--- config.mk ---
export PLATFORM = sky130hd
export DESIGN_NAME = div_iter
export DESIGN_NICKNAME = d
export VERILOG_FILES = /design/src/rtl/div_iter_pkg.sv /design/src/rtl/div_iter_step.sv /design/src/rtl/div_iter.sv
export SDC_FILE = /design/constraint.sdc
export NUM_CORES = 1
export LEC_CHECK = 0
export BUFFER_PORTS_ARGS = -buffer_cell sky130_fd_sc_hd__buf_2
export CORE_AREA = 2 2 173 175
export CTS_CLUSTER_DIAMETER = 120
export DETAILED_ROUTE_END_ITERATION = 12
export DIE_AREA = 0 0 175 177
export PLACE_DENSITY = 0.63
export SYNTH_ARGS = -nofsm -noshare
export SYNTH_HDL_FRONTEND = slang
export SYNTH_SLANG_ARGS = --single-unit
--- constraint.sdc ---
create_clock -name clk -period 5.7 [get_ports clk]
set_input_delay 1.14 -clock clk [delete_from_list [all_inputs] [get_ports clk]]
set_output_delay 1.14 -clock clk [all_outputs]
set_load 0.05 [all_outputs]
--- src/rtl/div_iter_pkg.sv ---
// Shared state codes and handshake levels for the iterative divider.
package div_iter_pkg;

   typedef enum logic [1:0] {
      DIV_FREE    = 2'b00,
      DIV_BY_ZERO = 2'b01,
      DIV_ON      = 2'b10,
      DIV_END     = 2'b11
   } div_state_e;

   localparam logic DIV_RESULT_READY     = 1'b1;
   localparam logic DIV_RESULT_NOT_READY = 1'b0;
   localparam logic DIV_START            = 1'b1;
   localparam logic DIV_STOP             = 1'b0;

endpackage

--- src/rtl/div_iter_step.sv ---
// One restoring-division iteration: shift {rem, dividend} left, trial subtract, set quotient bit.
module div_iter_step #(
   parameter int WIDTH = 32
) (
   input  logic [2*WIDTH:0] i_acc,
   input  logic [WIDTH-1:0] i_dsr,
   output logic [2*WIDTH:0] o_acc
);

   logic [2*WIDTH:0] w_sh;
   logic [WIDTH+1:0] w_diff;

   assign w_sh   = {i_acc[2*WIDTH-1:0], 1'b0};
   // One extra bit so the borrow shows up as the sign of the difference.
   assign w_diff = i_acc[2*WIDTH:WIDTH-1] - {2'b00, i_dsr};
   assign o_acc  = w_diff[WIDTH+1] ? w_sh
                                   : {w_diff[WIDTH:0], w_sh[WIDTH-1:1], 1'b1};

endmodule

--- src/rtl/div_iter.sv ---
// Iterative radix-2 restoring divider, signed/unsigned, one quotient bit per clock.
module div_iter
   import div_iter_pkg::*;
#(
   parameter int WIDTH = 32,
   parameter int CNT_W = $clog2(WIDTH + 1)
) (
   input  logic               clk,
   input  logic               rst,
   input  logic               signed_i,
   input  logic [WIDTH-1:0]   opdata1_i,
   input  logic [WIDTH-1:0]   opdata2_i,
   input  logic               start_i,
   input  logic               annul_i,
   output logic [2*WIDTH-1:0] result_o,
   output logic               ready_o,
   output logic               busy_o
);

   div_state_e         r_state;
   logic [CNT_W-1:0]   r_cnt;
   logic [2*WIDTH:0]   r_acc;
   logic [WIDTH-1:0]   r_dsr;
   logic               r_qneg;
   logic               r_rneg;
   logic [2*WIDTH-1:0] r_result;
   logic               r_ready;
   logic               r_busy;

   logic               w_a_neg;
   logic               w_b_neg;
   logic [WIDTH-1:0]   w_a_mag;
   logic [WIDTH-1:0]   w_b_mag;
   logic [2*WIDTH:0]   w_acc_nxt;
   logic [WIDTH-1:0]   w_quo;
   logic [WIDTH-1:0]   w_rem;
   logic [WIDTH-1:0]   w_quo_fix;
   logic [WIDTH-1:0]   w_rem_fix;

   assign w_a_neg = signed_i & opdata1_i[WIDTH-1];
   assign w_b_neg = signed_i & opdata2_i[WIDTH-1];
   assign w_a_mag = w_a_neg ? (~opdata1_i + WIDTH'(1)) : opdata1_i;
   assign w_b_mag = w_b_neg ? (~opdata2_i + WIDTH'(1)) : opdata2_i;

   assign w_quo     = r_acc[WIDTH-1:0];
   assign w_rem     = r_acc[2*WIDTH-1:WIDTH];
   assign w_quo_fix = r_qneg ? (~w_quo + WIDTH'(1)) : w_quo;
   assign w_rem_fix = r_rneg ? (~w_rem + WIDTH'(1)) : w_rem;

   div_iter_step #(.WIDTH(WIDTH)) u_step (
      .i_acc (r_acc),
      .i_dsr (r_dsr),
      .o_acc (w_acc_nxt)
   );

   always_ff @(posedge clk or negedge rst) begin
      if (!rst) begin
         r_state  <= DIV_FREE;
         r_cnt    <= '0;
         r_acc    <= '0;
         r_dsr    <= '0;
         r_qneg   <= 1'b0;
         r_rneg   <= 1'b0;
         r_result <= '0;
         r_ready  <= DIV_RESULT_NOT_READY;
         r_busy   <= 1'b0;
      end else begin
         case (r_state)
            DIV_FREE: begin
               if (start_i == DIV_START && !annul_i) begin
                  r_qneg <= w_a_neg ^ w_b_neg;
                  r_rneg <= w_a_neg;
                  r_dsr  <= w_b_mag;
                  r_cnt  <= '0;
                  r_busy <= 1'b1;
                  // Divide-by-zero keeps the raw dividend so it can be returned as the remainder.
                  if (opdata2_i == '0) begin
                     r_acc   <= {{(WIDTH+1){1'b0}}, opdata1_i};
                     r_state <= DIV_BY_ZERO;
                  end else begin
                     r_acc   <= {{(WIDTH+1){1'b0}}, w_a_mag};
                     r_state <= DIV_ON;
                  end
               end
            end
            DIV_BY_ZERO: begin
               r_busy <= 1'b0;
               if (annul_i) begin
                  r_state <= DIV_FREE;
               end else begin
                  r_result <= {r_acc[WIDTH-1:0], {WIDTH{1'b1}}};
                  r_ready  <= DIV_RESULT_READY;
                  r_state  <= DIV_END;
               end
            end
            DIV_ON: begin
               if (annul_i) begin
                  r_busy  <= 1'b0;
                  r_state <= DIV_FREE;
               end else if (r_cnt == CNT_W'(WIDTH)) begin
                  r_result <= {w_rem_fix, w_quo_fix};
                  r_ready  <= DIV_RESULT_READY;
                  r_busy   <= 1'b0;
                  r_state  <= DIV_END;
               end else begin
                  r_acc <= w_acc_nxt;
                  r_cnt <= r_cnt + CNT_W'(1);
               end
            end
            DIV_END: begin
               if (start_i == DIV_STOP || annul_i) begin
                  r_ready <= DIV_RESULT_NOT_READY;
                  r_state <= DIV_FREE;
               end
            end
            default: r_state <= DIV_FREE;
         endcase
      end
   end

   assign result_o = r_result;
   assign ready_o  = r_ready;
   assign busy_o   = r_busy;

endmodule
Word level (Yosys, flattened, before mapping)
Cells that the tools add are included.

Flip-flop bits (word level): 173. Bits of input ports: 69. Output and inout bits: 66. Word-level logic and storage cells: 83.

Reduce and logical (&&, ||, !) cells: 15. Multiplexer cells: 34. Add/sub/neg operators: 6. Bitwise logic cells: 8. Equality and inequality tests: 11.

Operator list (count): 65-bit two-way mux (4); 64-bit two-way mux (3); 32-bit two-way mux (5); 65-bit one-hot mux with 2 select lines (1); 32-bit by 1-bit adder with 32-bit output, second input constant (4); 32-bit NOT (4); 64-bit one-hot mux with 2 select lines (1); 34-bit by 32-bit subtractor with 34-bit output (1); 32-bit zero test (1); 6-bit two-way mux (3); 2-bit two-way mux (6); 2-bit != test, second input constant (6); 6-bit one-hot mux with 2 select lines (1); 2-bit one-hot mux with 4 select lines (1); 4-bit AND reduction (2); 1-bit two-way mux (7); 6-bit by 1-bit adder with 6-bit output, second input constant (1); 6-bit equality test, second input constant (1); 1-bit one-hot mux with 3 select lines (2); 3-bit AND reduction (2); 3-bit nonzero test (2); 5-bit AND reduction (1); 2-bit equality test, second input constant (2); 2-bit nonzero test (2); 10 further kinds (11).

Logic depth before layout (Yosys ltp)
Word-level depth: 6. Gate-level depth with buffers: 14. Mapped depth without buffers: 13.

Cells and area by module
A second synthesis with hierarchy kept.

Cells, all modules: 1492. Area, all modules: 12420.7 um^2.

Modules (own cells, without submodules): div_iter (seq. area each 4329.2 um^2, instances 1, cells each 1155, area each 9974.6 um^2); div_iter_step (seq. area each 0.0 um^2, instances 1, cells each 337, area each 2446.1 um^2).

Worst setup path before layout
No wires, ideal clock.

Path type: in2reg. Start point: input opdata1_i[9]. End point: register r_acc[28]. Stages: 9. Path slack: 2.111 ns. Data arrival time: 3.506 ns. Setup time: 0.083 ns. Cell sequence: or4_1 -> nor3_1 -> nor3b_1 -> nand3b_1 -> or4_1 -> o41ai_1 -> xnor2_1 -> mux2i_1 -> o21ai_0.

Word-level cells in the longest chain between the ends: 6.

RTL lines: from (decl) (RTL line div_iter.sv:11) `input logic [WIDTH-1:0] opdata1_i,`; 32-bit NOT (RTL line div_iter.sv:42) `assign w_a_mag = w_a_neg ? (~opdata1_i + WIDTH'(1)) : opdata1_i;`; 32-bit by 1-bit adder with 32-bit output (RTL line div_iter.sv:42); 32-bit two-way mux (RTL line div_iter.sv:42); 32-bit two-way mux (RTL line div_iter.sv:77) `if (opdata2_i == '0) begin`; 65-bit two-way mux (RTL line div_iter.sv:70) `if (start_i == DIV_START && !annul_i) begin`; 65-bit one-hot mux with 2 select lines (RTL line div_iter.sv:68) `case (r_state)`; to (signal assigned) (RTL line div_iter.sv:78) `r_acc <= {{(WIDTH+1){1'b0}}, opdata1_i};`; to (signal assigned) (RTL line div_iter.sv:81) `r_acc <= {{(WIDTH+1){1'b0}}, w_a_mag};`; to (signal assigned) (RTL line div_iter.sv:106) `r_acc <= w_acc_nxt;`; to (decl) (RTL line div_iter.sv:22) `logic [2*WIDTH:0] r_acc;`.

No other way between the ends. The select of a mux whose other input is x is not followed. A chain may end at the register's enable or synchronous reset.

Worst setup path after layout
Start point: register r_acc[37]. End point: register r_acc[44].

Word-level cells in the longest chain between the ends: 5.

RTL lines: 34-bit by 32-bit subtractor with 34-bit output (RTL line div_iter_step.sv:15) `assign w_diff = i_acc[2*WIDTH:WIDTH-1] - {2'b00, i_dsr};`; 65-bit two-way mux (RTL line div_iter_step.sv:16) `assign o_acc = w_diff[WIDTH+1] ? w_sh`; 65-bit two-way mux (RTL line div_iter.sv:100) `end else if (r_cnt == CNT_W'(WIDTH)) begin`; 65-bit two-way mux (RTL line div_iter.sv:97) `if (annul_i) begin`; 65-bit one-hot mux with 2 select lines (RTL line div_iter.sv:68).

No other way between the ends. The select of a mux whose other input is x is not followed.

==> metrics <==
Yosys reg bits 173; Final period util 0.705; initial antenna violation count 0; Slowest-stage cell, CP nor3b_2; Seq/Total Area, Yosys 0.367; CP Launch Type register; Reg2Reg Setup Slack 1680 ps; DRC viols 0; cells after synthesis 1418; launching point of the worst reg2reg path r_acc[37]$_DFFE_PN0P_; mean post-synth cell area 8.32 µm²; status finished, final reports clean; core area 29200 µm²; CP peak stage delay 780 ps; Synthesis Warnings 0; Finished Layout Cells 1911; Hold-fix buffers, CTS 0; cell family with most CP delay simple AND/OR/NAND/NOR gates; Max IR drop VDD 226 µV; # rows 63; NumNets Final 1620; DP Wirelength 22.6 mm; first-pass GRT wire length 50.1 mm; crit path buf inv count 1; final WL 30.5 mm; Main synth FF type dfrtp_1; Setup crit end kind register; CTS buffer count 17; Post-Syn Area 11800 µm²; DRT iter0 DRCs 776; post-layout power 0.00888 W; GRT Overall Usage 0.198; crit path cell chain ha_1 > a211oi_1 > nor2_1 > nor4bb_1 > nor4_1 > o21a_1 > o2111ai_1 > nor3b_2 > buf_12 > mux2_2 > o21ai_0; Tmin final 4020 ps; FFs w/ async S/R, synth 1.00; Fmax 0.249 GHz; largest area contributor in the netlist dfrtp_1; Starting Density 0.403; top-count cell post-synth nand2_1; Area Growth Syn to Fin 13.5%; post-route ant nets 0; diodes inserted 0; Power Density 663 nW/µm²; H-tree depth 4; Clock Sink Count 173; Die Width 175 µm; boundary pin count 135; clock latency on the worst-skew pair 440 ps; RSZ-0062 raised after global routing false; final setup vio count 0; setup repair bufs after CTS 0; Worst EP arrival 4350 ps; WL/cell 16.0 µm; Setup TNS 0 ps; Synth area leaders dfrtp_1 37%, o21ai_0 7.2%, xor2_1 6.5%; largest net degree at the start of global routing 114; CTS tree yes; TritonRoute pass-1 iters 5; syn_nets 1530; synth unique cells 65; top post-synthesis cells by count 200 x nand2_1, 173 x dfrtp_1, 169 x o21ai_0, 127 x a21oi_1, 103 x nor2_1; Worst-path clk slew 70 ps; Hold Path Sink result_o[44]$_DFFE_PN0P_; R2R depth 11; Yosys top cell area share 0.367; vias per inst 5.39; clk buf depth 2; DR vias 10.3k; Die ar. 31000 µm²; layout cell share with drive strength beyond 1 0.133; Rel. slew slack 0.258; Post-Place Cells 1879; Die H 177 µm; number of synthesized flops with an enable pin 0; post_cts resized 0; register area 4330 µm²; vias in the first global route 9676; worst endpoint required time 6030 ps; Setup CP Type register to register; Final Hold Fails 0; grt total ovfl 0; worst-margin pin slew 1110 ps; Layout fillers 2867; Port Buffers 134; Root Buffer clkbuf_16; RD Place Congestion 0.848; Reg-to-Reg End r_acc[44]$_DFFE_PN0P_; hold_sp result_o[44]$_DFFE_PN0P_; Worst Hold Path Cells 1; max-slew violations 0; max cap viols 0; leakage power 5.98 nW; critical path fanouts, max 27; area of the multi-input gates 6990 µm²; Clock Skews 12.8 ps; Hold WC Path Type register to register
## how the worst max path moves through the flow
stage,cells after the start,end,startpoint,slack (ps)
2_1_floorplan,9,r_acc[28]$_DFFE_PN0P_,opdata1_i[9],2110
3_3_place_gp,11,r_acc[27]$_DFFE_PN0P_,opdata1_i[5],1670
3_5_place_dp,11,r_acc[29]$_DFFE_PN0P_,opdata1_i[5],1490
4_1_cts,11,r_acc[44]$_DFFE_PN0P_,r_acc[37]$_DFFE_PN0P_,1750
5_1_grt,11,r_acc[44]$_DFFE_PN0P_,r_acc[37]$_DFFE_PN0P_,1480
6_report,11,r_acc[44]$_DFFE_PN0P_,r_acc[37]$_DFFE_PN0P_,1680
## cells by family after synthesis
| family | share of synthesized area |
|---|---|
| AOI/OAI and AO/OA | 0.214 |
| xor gates and xnor gates | 0.109 |
| adders and majority gates | 0.0463 |
| buffers and inverters | 0.0428 |
| DFF | 0.367 |
| muxes | 0.0540 |
| and+or+nand+nor | 0.167 |
## state kept, by name, summed over array words and instances, names as in the netlist
| signal | flops |
|---|---|
| r_rneg | 1 |
| result_o | 64 |
| r_state | 2 |
| r_dsr | 32 |
| ready_o | 1 |
| r_cnt | 6 |
| r_acc | 65 |
| r_qneg | 1 |
| busy_o | 1 |
## final cells by class
| class | count | area share |
|---|---|---|
| Tap cell | 390 | 0.0364 |
| Timing Repair Buffer | 147 | 0.0597 |
| Sequential cell | 173 | 0.323 |
| Multi-Input combinational cell | 1112 | 0.522 |
| Clock buffer | 17 | 0.0318 |
| Clock inverter | 15 | 0.0108 |
| Inverter | 57 | 0.0160 |
## power by group
group,switching [W],internal (W)
logic,0.00334,0.00198
registers,0.000637,0.00177
clock network,0.000567,0.000583
total,0.00454,0.00434
## per-layer routing
layer | track usage | share of wire | vias up
met2 | 0.307 | 0.43 | 263
met3 | 0.0230 | 0.044 | 25
met5 | 0 | 0 | -
met4 | 0.0444 | 0.011 | 0
li1 | - | - | 5185
met1 | 0.296 | 0.51 | 4822
## cells in the final DEF, fill, tap and decap left out, types with 7 or more instances in the layout
| master | instances |
|---|---|
| nand2_1 | 198 |
| dfrtp_1 | 173 |
| o21ai_0 | 169 |
| buf_2 | 133 |
| a21oi_1 | 126 |
| nor2_1 | 103 |
| xor2_1 | 87 |
| xnor2_1 | 60 |
| mux2i_1 | 58 |
| inv_1 | 56 |
| ha_1 | 41 |
| o31ai_1 | 25 |
| a21o_1 | 24 |
| nor3_1 | 20 |
| nand3_1 | 17 |
| clkbuf_16 | 17 |
| or4_1 | 14 |
| or3_1 | 14 |
| nor4_1 | 13 |
| o41ai_1 | 13 |
| buf_4 | 11 |
| o22ai_1 | 7 |
| nor2b_1 | 7 |
| o211ai_1 | 7 |
## per-stage QoR
stage	setup WS, ps	cell area [µm²]	hold slack, ps	utilization
6_report	1680	13400	475	0.458
5_1_grt	1480	13400	498	0.458
4_1_cts	1750	13400	479	0.458
3_5_place_dp	1490	12800	464	0.438
2_1_floorplan	2110	11800	450	-
3_3_place_gp	1670	12800	463	0.438
## worst reg2reg max path: cells and delay by family (launching register included)
family	cells	cell delay (ps)
fa+ha+maj	1	420
compound gates	4	860
flops	1	480
simple gates	4	1470
buf+inv	1	310
mux	1	380
Note: power is estimated with default switching activity, not from simulation.
